`src/rtl/memory_access_sequencer_if.sv`:
```
// -----------------------------------------------------------------------------
// memory_access_sequencer_if
//
// Request/response bundle between a pipeline front end and the memory access
// sequencer.
//
//   Requester -> sequencer
//     start                 request to begin one memory access
//     isLoad / isStore      access kind (both set is an illegal request)
//     funct3In              instruction funct3, captured when a request is accepted
//     memoryUnalignedAccess controller's unaligned flag for the current memoryMode
//     clearError            leave the ERROR state
//
//   Sequencer -> requester / memory controller
//     memoryMode            2-bit mode: 0 NOP, 1 LOAD, 2 STORE_PRELOAD, 3 STORE
//     funct3                captured funct3 while busy, 0 otherwise
//     busy                  access in flight (stall PC / fetch)
//     done                  final cycle of a completed access
//     rdWriteEnable         register-file write strobe for a completed load
//     error                 sequencer parked in ERROR
//     loadCount/storeCount  completed-access counters (wrap at 16 bits)
//
// memoryMode is carried as a plain 2-bit vector so this file has no
// compile-order dependency; the sequencer owns the MemoryMode_t enum.
// -----------------------------------------------------------------------------
interface memory_access_sequencer_if;

  logic        start;
  logic        isLoad;
  logic        isStore;
  logic [2:0]  funct3In;
  logic        memoryUnalignedAccess;
  logic        clearError;

  logic [1:0]  memoryMode;
  logic [2:0]  funct3;
  logic        busy;
  logic        done;
  logic        rdWriteEnable;
  logic        error;
  logic [15:0] loadCount;
  logic [15:0] storeCount;

  // Requester side: drives requests, observes status.
  modport master (
    output start, isLoad, isStore, funct3In, memoryUnalignedAccess, clearError,
    input  memoryMode, funct3, busy, done, rdWriteEnable, error,
           loadCount, storeCount
  );

  // Sequencer side.
  modport slave (
    input  start, isLoad, isStore, funct3In, memoryUnalignedAccess, clearError,
    output memoryMode, funct3, busy, done, rdWriteEnable, error,
           loadCount, storeCount
  );

endinterface : memory_access_sequencer_if

```
`src/rtl/memory_access_sequencer.sv`:
```
// -----------------------------------------------------------------------------
// memory_access_sequencer
//
// Steps the memory controller through one load or store at a time.
//   load : IDLE -> LOAD (LOAD_LATENCY cycles, done in the last) -> IDLE
//   store: IDLE -> PRELOAD (1 cycle) -> STORE (1 cycle, done) -> IDLE
// An unaligned flag seen in LOAD or PRELOAD aborts to ERROR before any write
// is issued; ERROR holds until clearError. An illegal request (load and store
// both set) goes straight to ERROR.
//
// Parameters
//   LOAD_LATENCY  cycles memoryMode is held at LOAD per load, legal 1..15
//
// Ports
//   clock  rising-edge clock
//   reset  asynchronous, active-low
//   bus    memory_access_sequencer_if.slave (request inputs, status outputs)
// -----------------------------------------------------------------------------
module memory_access_sequencer #(
  parameter int unsigned LOAD_LATENCY = 1
) (
  input  logic                        clock,
  input  logic                        reset,
  memory_access_sequencer_if.slave    bus
);

  typedef enum logic [1:0] {
    NOP           = 2'd0,
    LOAD          = 2'd1,
    STORE_PRELOAD = 2'd2,
    STORE         = 2'd3
  } MemoryMode_t;

  typedef enum logic [2:0] {
    S_IDLE,
    S_LOAD,
    S_PRELOAD,
    S_STORE,
    S_ERROR
  } state_t;

  // Value of the LOAD cycle counter in the final LOAD cycle.
  localparam logic [3:0] LOAD_LAST = 4'(LOAD_LATENCY - 1);

  state_t      state, state_d;
  logic [3:0]  cycle_cnt, cycle_cnt_d;
  logic [2:0]  funct3_q, funct3_d;
  logic [15:0] load_count, store_count;

  logic        load_last;
  logic        load_done;
  logic        store_done;
  MemoryMode_t mode;

  // ---------------------------------------------------------------------------
  // State and captured registers
  // ---------------------------------------------------------------------------
  // NOTE: sequential state uses non-blocking assignments so every register
  // samples pre-edge values, independent of statement order.
  always_ff @(posedge clock or negedge reset) begin
    if (!reset) begin
      state     <= S_IDLE;
      cycle_cnt <= '0;
      funct3_q  <= '0;
    end else begin
      state     <= state_d;
      cycle_cnt <= cycle_cnt_d;
      funct3_q  <= funct3_d;
    end
  end

  // Completed-access counters; 16-bit wrap is the natural overflow.
  always_ff @(posedge clock or negedge reset) begin
    if (!reset) begin
      load_count  <= '0;
      store_count <= '0;
    end else begin
      if (load_done)  load_count  <= load_count + 16'd1;
      if (store_done) store_count <= store_count + 16'd1;
    end
  end

  // ---------------------------------------------------------------------------
  // Next-state logic
  // ---------------------------------------------------------------------------
  assign load_last = (cycle_cnt == LOAD_LAST);

  // NOTE: every variable written here gets a default first, so no path can
  // leave one unassigned and infer a latch.
  always_comb begin
    state_d     = state;
    funct3_d    = funct3_q;
    cycle_cnt_d = '0;          // counter is zero everywhere except mid-LOAD

    unique case (state)
      S_IDLE: begin
        if (bus.start) begin
          if (bus.isLoad && bus.isStore) begin
            state_d = S_ERROR;
          end else if (bus.isLoad) begin
            state_d = S_LOAD;
          end else if (bus.isStore) begin
            state_d = S_PRELOAD;
          end
          // funct3 is latched on any exit from IDLE, including the illegal one.
          if (bus.isLoad || bus.isStore) begin
            funct3_d = bus.funct3In;
          end
        end
      end

      S_LOAD: begin
        if (bus.memoryUnalignedAccess) begin
          state_d = S_ERROR;
        end else if (load_last) begin
          state_d = S_IDLE;
        end else begin
          cycle_cnt_d = cycle_cnt + 4'd1;
        end
      end

      // Every store, word or not, spends one cycle here so the controller can
      // read-modify-write; an unaligned flag aborts before STORE is reached.
      S_PRELOAD: begin
        state_d = bus.memoryUnalignedAccess ? S_ERROR : S_STORE;
      end

      S_STORE: begin
        state_d = S_IDLE;
      end

      S_ERROR: begin
        if (bus.clearError) begin
          state_d = S_IDLE;
        end
      end

      default: begin
        state_d = S_IDLE;
      end
    endcase
  end

  // ---------------------------------------------------------------------------
  // Output decode
  // ---------------------------------------------------------------------------
  always_comb begin
    mode = NOP;
    unique case (state)
      S_LOAD:    mode = LOAD;
      S_PRELOAD: mode = STORE_PRELOAD;
      S_STORE:   mode = STORE;
      default:   mode = NOP;
    endcase
  end

  // A load faulting in its final cycle must not write the register file, so
  // the completion strobe is suppressed by the controller's unaligned flag.
  assign load_done  = (state == S_LOAD) && load_last && !bus.memoryUnalignedAccess;
  assign store_done = (state == S_STORE);

  assign bus.memoryMode    = mode;
  assign bus.busy          = (state == S_LOAD) || (state == S_PRELOAD) ||
                             (state == S_STORE);
  assign bus.funct3        = bus.busy ? funct3_q : 3'b000;
  assign bus.done          = load_done || store_done;
  assign bus.rdWriteEnable = load_done;
  assign bus.error         = (state == S_ERROR);
  assign bus.loadCount     = load_count;
  assign bus.storeCount    = store_count;

endmodule : memory_access_sequencer

```
`src/flat_wrapper.sv`:
```
// flat-port wrapper written by rule: the top's interface ports become plain ports
module memory_access_sequencer_flat 
#(
  parameter int unsigned LOAD_LATENCY = 1
)
  (clock, reset, bus_start, bus_isLoad, bus_isStore, bus_funct3In, bus_memoryUnalignedAccess, bus_clearError, bus_memoryMode, bus_funct3, bus_busy, bus_done, bus_rdWriteEnable, bus_error, bus_loadCount, bus_storeCount);
  memory_access_sequencer_if bus_i ();
  input  logic clock;
  input  logic reset;
  input wire logic [$bits(bus_i.start)-1:0] bus_start;
  input wire logic [$bits(bus_i.isLoad)-1:0] bus_isLoad;
  input wire logic [$bits(bus_i.isStore)-1:0] bus_isStore;
  input wire logic [$bits(bus_i.funct3In)-1:0] bus_funct3In;
  input wire logic [$bits(bus_i.memoryUnalignedAccess)-1:0] bus_memoryUnalignedAccess;
  input wire logic [$bits(bus_i.clearError)-1:0] bus_clearError;
  output wire logic [$bits(bus_i.memoryMode)-1:0] bus_memoryMode;
  output wire logic [$bits(bus_i.funct3)-1:0] bus_funct3;
  output wire logic [$bits(bus_i.busy)-1:0] bus_busy;
  output wire logic [$bits(bus_i.done)-1:0] bus_done;
  output wire logic [$bits(bus_i.rdWriteEnable)-1:0] bus_rdWriteEnable;
  output wire logic [$bits(bus_i.error)-1:0] bus_error;
  output wire logic [$bits(bus_i.loadCount)-1:0] bus_loadCount;
  output wire logic [$bits(bus_i.storeCount)-1:0] bus_storeCount;
  assign bus_i.start = bus_start;
  assign bus_i.isLoad = bus_isLoad;
  assign bus_i.isStore = bus_isStore;
  assign bus_i.funct3In = bus_funct3In;
  assign bus_i.memoryUnalignedAccess = bus_memoryUnalignedAccess;
  assign bus_i.clearError = bus_clearError;
  assign bus_memoryMode = bus_i.memoryMode;
  assign bus_funct3 = bus_i.funct3;
  assign bus_busy = bus_i.busy;
  assign bus_done = bus_i.done;
  assign bus_rdWriteEnable = bus_i.rdWriteEnable;
  assign bus_error = bus_i.error;
  assign bus_loadCount = bus_i.loadCount;
  assign bus_storeCount = bus_i.storeCount;
  memory_access_sequencer #(.LOAD_LATENCY(LOAD_LATENCY)) u_core (.clock(clock), .reset(reset), .bus(bus_i));
endmodule
```
`config.mk`:
```
export PLATFORM = sky130hd
export DESIGN_NAME = memory_access_sequencer_flat
export DESIGN_NICKNAME = d
export VERILOG_FILES = /design/src/rtl/memory_access_sequencer_if.sv /design/src/rtl/memory_access_sequencer.sv /design/src/flat_wrapper.sv
export SDC_FILE = /design/constraint.sdc
export NUM_CORES = 1
export LEC_CHECK = 0
export CELL_PAD_IN_SITES_DETAIL_PLACEMENT = 1
export CELL_PAD_IN_SITES_GLOBAL_PLACEMENT = 2
export CORE_UTILIZATION = 33
export DETAILED_ROUTE_END_ITERATION = 16
export HOLD_SLACK_MARGIN = 0.15
export PLACE_DENSITY_LB_ADDON = 0.25
export SLEW_MARGIN = 20
export SYNTH_ARGS = -nofsm -noshare
export SYNTH_HDL_FRONTEND = slang
export SYNTH_SLANG_ARGS = --single-unit
export TNS_END_PERCENT = 1
```
`constraint.sdc`:
```
create_clock -name clock -period 2.89 [get_ports clock]
set_input_delay 0.578 -clock clock [delete_from_list [all_inputs] [get_ports clock]]
set_output_delay 0.578 -clock clock [all_outputs]
set_load 0.005 [all_outputs]
```
**After elaboration in Yosys (flattened, before gate mapping)**

Index checks and enable logic that the tools add are counted.

- Flip-flop bits (word level): 42
- Word-level logic and storage cells: 42
- Input port bits: 10
- Output and inout port bits: 41

- Multiplexer cells: 14
- Reductions and logical operators: 12
- Equal/unequal tests: 8
- $add $sub $neg: 3

Operator list:

| operator | number |
|---|---|
| $add 16x1->16 const B | 2 |
| $mux 3 | 9 |
| $mux 4 | 3 |
| $pmux 3 s4 | 1 |
| $eq 3x2->1 const B | 2 |
| $pmux 2 s3 | 1 |
| $add 4x1->4 const B | 1 |
| $logic_not 4->1 | 1 |
| $logic_or 1x1->1 | 4 |
| $ne 2x2->1 const B | 2 |
| $ne 4x3->1 const B | 1 |
| $reduce_and 4->1 | 1 |
| $eq 3x1->1 const B | 1 |
| $eq 3x3->1 const B | 1 |
| $logic_and 1x1->1 | 3 |
| $logic_not 3->1 | 1 |
| $ne 3x2->1 const B | 1 |
| $reduce_and 3->1 | 1 |
| $logic_not 1->1 | 1 |

**Depth between registers and ports, before layout**

Gate-level depths: netlist of run 1.

- Depth after elaboration: 5
- Gate-level depth with buffers: 6
- Gate-level depth less buffers: 6

**Worst setup path before layout of run 1**

No wires, ideal clock.

- Path type: flip-flop to output port
- Start: register u_core.cycle_cnt[0]
- End: output port bus_rdWriteEnable
- Setup slack: 0.946 ns
- Data arrival time: 1.366 ns
- Required time: 2.312 ns
- Cell stages (with the launch flop): 5
- Path buffers: 0
- Path through: dfrtp_1 -> inv_1 -> ha_1 -> or3b_2 -> nor2_2

- Word-level cells in the longest chain between the ends: 3

Ends and longest elaborated chain:

| what | line | RTL |
|---|---|---|
| from (decl) | memory_access_sequencer.sv:46 | `logic [3:0] cycle_cnt, cycle_cnt_d;` |
| from (signal assigned) | memory_access_sequencer.sv:67 | `cycle_cnt <= cycle_cnt_d;` |
| $logic_not 4->1 | memory_access_sequencer.sv:86 | `assign load_last = (cycle_cnt == LOAD_LAST);` |
| $logic_and 1x1->1 (2 in series) | memory_access_sequencer.sv:159 | `assign load_done = (state == S_LOAD) && load_last && !bus.memoryUnalignedAccess;` |
| to (decl) | flat_wrapper.sv:20 | `output wire logic [$bits(bus_i.rdWriteEnable)-1:0] bus_rdWriteEnable;` |

No other way between the ends.

**Worst setup path after layout of run 1**

- Start: input port bus_memoryUnalignedAccess
- End: output port bus_done

- Word-level cells in the longest chain between the ends: 3

Ends and longest elaborated chain:

| what | line | RTL |
|---|---|---|
| from (decl) | flat_wrapper.sv:14 | `input wire logic [$bits(bus_i.memoryUnalignedAccess)-1:0] bus_memoryUnalignedAccess;` |
| $logic_not 1->1 | memory_access_sequencer.sv:159 |  |
| $logic_and 1x1->1 | memory_access_sequencer.sv:159 |  |
| $logic_or 1x1->1 | memory_access_sequencer.sv:166 | `assign bus.done = load_done \|\| store_done;` |
| to (decl) | flat_wrapper.sv:19 | `output wire logic [$bits(bus_i.done)-1:0] bus_done;` |

No other way between the ends.

==> results of run 1 <==
## worst max-delay path, cell delays in order
cell,delay [ps]
clkdlybuf4s50_1,440
or4b_4,510
o21ai_0,150
clkdlybuf4s50_1,510
## metrics by stage
stage | power [W] | util | cell area (um2)
final | 0.00152 | 0.479 | 2720
after global routing | 0.00161 | 0.479 | 2720
after CTS | 0.00155 | 0.478 | 2720
after detailed placement | 0.00107 | 0.459 | 2600
after global placement | 0.00106 | 0.459 | 2600
after floorplan | 0.000866 | - | 2000
## layer usage
layer	vias to the layer above	global-route usage	share of wire
li1	737	-	-
met1	719	0.197	0.46
met2	38	0.252	0.47
met3	7	0.0446	0.053
met4	0	0.0429	0.012
met5	-	0	0
## kinds of logic after synthesis
kind of cell,after synthesis
AND/OR/NAND/NOR,81
flip-flops,42
XOR/XNOR,32
buffers and inverters,10
AO/OA/AOI/OAI,7
multiplexers,4
adder cells (fa/ha/maj),4
## sequential cells by signal (all words and copies together) (netlist names)
register	count
u_core.bus.loadCount	16
u_core.funct3_q	3
u_core.bus.storeCount	16
u_core.state	3
u_core.cycle_cnt	4
## path summary, 6_finish.rpt
| kind | end | from | slack [ps] |
|---|---|---|---|
| worst max-delay path | bus_done | bus_memoryUnalignedAccess | 110 |
| worst min-delay path | u_core.bus.loadCount[6] | reset | 430 |
| worst max register to register | u_core.bus.loadCount[11] | u_core.state[0] | 930 |
| worst min register to register | u_core.bus.storeCount[15] | u_core.bus.storeCount[15] | 470 |
| max in group asynchronous | u_core.bus.storeCount[3] | reset | 1890 |
| min in group clock | u_core.bus.storeCount[15] | u_core.bus.storeCount[15] | 470 |
## final cells by class
type,instances,area [um2],share of cell area
flip-flops and latches,42,1050,0.387
inverters,6,22.5,0.00829
clock inverters,1,30.0,0.0110
repair buffers,55,533,0.196
well taps,72,90.1,0.0331
clock buffers,6,82.6,0.0304
multi-input cells,128,908,0.334
## cell usage in the layout (no fill, tap or decap), types with 2 or more instances in the layout
cell type,Yosys,final
a21oi_1,2,2
and2_1,7,7
and3_1,3,3
and4_1,2,2
buf_4,1,5
clkbuf_8,0,6
clkdlybuf4s50_1,0,49
dfrtp_1,42,42
ha_1,4,4
inv_1,6,6
mux2_1,4,4
nand2_1,16,16
nand3_1,7,7
nand3b_1,2,2
nand4_1,11,11
nor2_1,13,13
nor2b_1,2,2
nor3_1,4,4
nor4_4,2,2
o32ai_1,2,2
xnor2_1,25,25
xor2_1,7,7
## power by group through the flow
stage	Clock, W	Sequential (W)	Combinational (W)
2_1_floorplan	0	0.000724	0.000142
3_3_place_gp	0	0.000740	0.000323
3_5_place_dp	0	0.000742	0.000329
4_1_cts	0.000486	0.000730	0.000332
5_1_grt	0.000507	0.000745	0.000363
6_report	0.000464	0.000729	0.000324
==> impl_metrics.csv, run 1 <==
group,metric,value,unit
power_and_ir_drop,seq_power_share,0.480,
clock_network,numCtsBuffers,5,
yosys,synth_top_family_by_area,"simple AND/OR/NAND/NOR gates",
sta,hold-worst-slack,430,ps
yosys,syn_nets,194,
finish,fillCellCount,632,
yosys,syn_inst,180,
worst_setup_path,worstPathMaxFanout,3,
global_route,grt_pass1_vias,1567,
sta,drv_slew,0,
routing,routed_wl,4.25,mm
yosys,synth_xor_area_frac,0.140,
routing,ant_nets,0,
yosys,synth_edf_count,0,
clock_network,path_clk_slew,70,ps
placed_design,port-buffer-count,50,
sta,fin_tns_setup,0,ps
yosys,synth.area.mux_share,0.0225,
sta,rsz0062_at_grt,"false",
yosys,ys_types,36,
routing,drt_iter0_drc,102,
yosys,yosysTopAreaCell,"dfrtp_1",
clock_network,cts_tree,"yes",
placed_design,post-place-ws,101,ps
min_path,worstHoldPathType,"input pin to async pin",
clock_network,root_buffer,"clkbuf_8",
worst_setup_path,start_kind,"input pin",
global_route,antenna_found_initial,0,
finish,final_cells,310,
global_route,grt_usage,0.154,
sta,setup_viol,0,
sta,clock.fmax,359,MHz
yosys,synth_ff_type,"dfrtp_1",
routing,vias,1501,
yosys,synthSimpleGateAreaFrac,0.241,
routing,routed_via_density,4.84,
power_and_ir_drop,power_switching,0.000391,W
clock_network,cts_buffer_depth,2,
die,ios,51,
sta,post-route-period-util,0.964,
sta,fin_ws,105,ps
yosys,ys_seq_area_frac,0.526,
clock_network,cts_resized,0,
power_and_ir_drop,intPower,0.00113,W
worst_setup_path,crit_arrival,2210,ps
yosys,async_reset_ff_frac,1.00,
clock_network,cts_setup_buffers,0,
sta,slew_headroom,0.378,
worst_setup_path,critical_path_required,2310,ps
clock_network,clk_latency,280,ps
power_and_ir_drop,clkPwrFrac,0.306,
run_status,status,"finished clean",
sta,skew,2.25,ps
placed_design,gp_congestion,0.732,
yosys,synth_most_common_cell,"dfrtp_1",
yosys,yosys.area_share.adder,0.0250,
placed_design,placed_cells,303,
finish,drive_above_1_share,0.0798,
clock_network,h-tree-depth,2,
sta,tightest_slew,932,ps
power_and_ir_drop,swShare,0.258,
placed_design,dp_hpwl,3.19,mm
power_and_ir_drop,p_comb_frac,0.214,
yosys,avgSynthCellArea,11.1,um2
power_and_ir_drop,peakVddDrop,0.224,mV
die,die_x,79.8,um
yosys,synthTopCellsByArea,"dfrtp_1, xnor2_1, nand4_1, xor2_1, nand2_1",
sta,finalCriticalPeriod,2780,ps
yosys,synth_area,2000,um2
worst_setup_path,end_kind,"output port",
yosys,synth_compound_area_frac,0.0244,
routing,first_pass_iters,4,
yosys,yosys_warnings,0,
finish,nNetsFinal,252,
yosys,yosys.area.top_type_share,0.526,
routing,drc_errors,0,
routing,drt-wirelength-per-cell,13.7,um
yosys,synth_common_cells,"dfrtp_1, xnor2_1, nand2_1",
global_route,grt_pass1_wl,7.55,mm
global_route,grt_max_degree,43,
worst_setup_path,r2r_cells,5,
finish,antenna_cells,0,
global_route,grt_overflow,0,
clock_network,numClockSinks,42,
die,coreArea,5680,um2
finish,area_growth_syn_to_layout,36.0,%
power_and_ir_drop,power_density,558,nW/um2
sta,hold_viol_final,0,
flow_run,cap_violations,0,
clock_network,cts_hold_buf,0,
die,rows,27,
worst_setup_path,crit_type,"input pin to output port",
yosys,yosys_register_bits,42,
power_and_ir_drop,power.leakage,1.13,nW
die,die_h,79.8,um
die,dieArea,6370,um2
die,initial_core_util,0.352,
No activity file was read; power rests on OpenSTA's default activity.
==> run 2: changes to the inputs <==
--- a/config.mk
+++ b/config.mk
@@ -5,6 +5,7 @@
 export SDC_FILE = /design/constraint.sdc
 export NUM_CORES = 1
 export LEC_CHECK = 0
+export CAP_MARGIN = 20
 export CELL_PAD_IN_SITES_DETAIL_PLACEMENT = 1
 export CELL_PAD_IN_SITES_GLOBAL_PLACEMENT = 2
 export CORE_UTILIZATION = 33
==> results of run 2 <==
No change in the layout: final DEF, timing and power equal those of run 1.
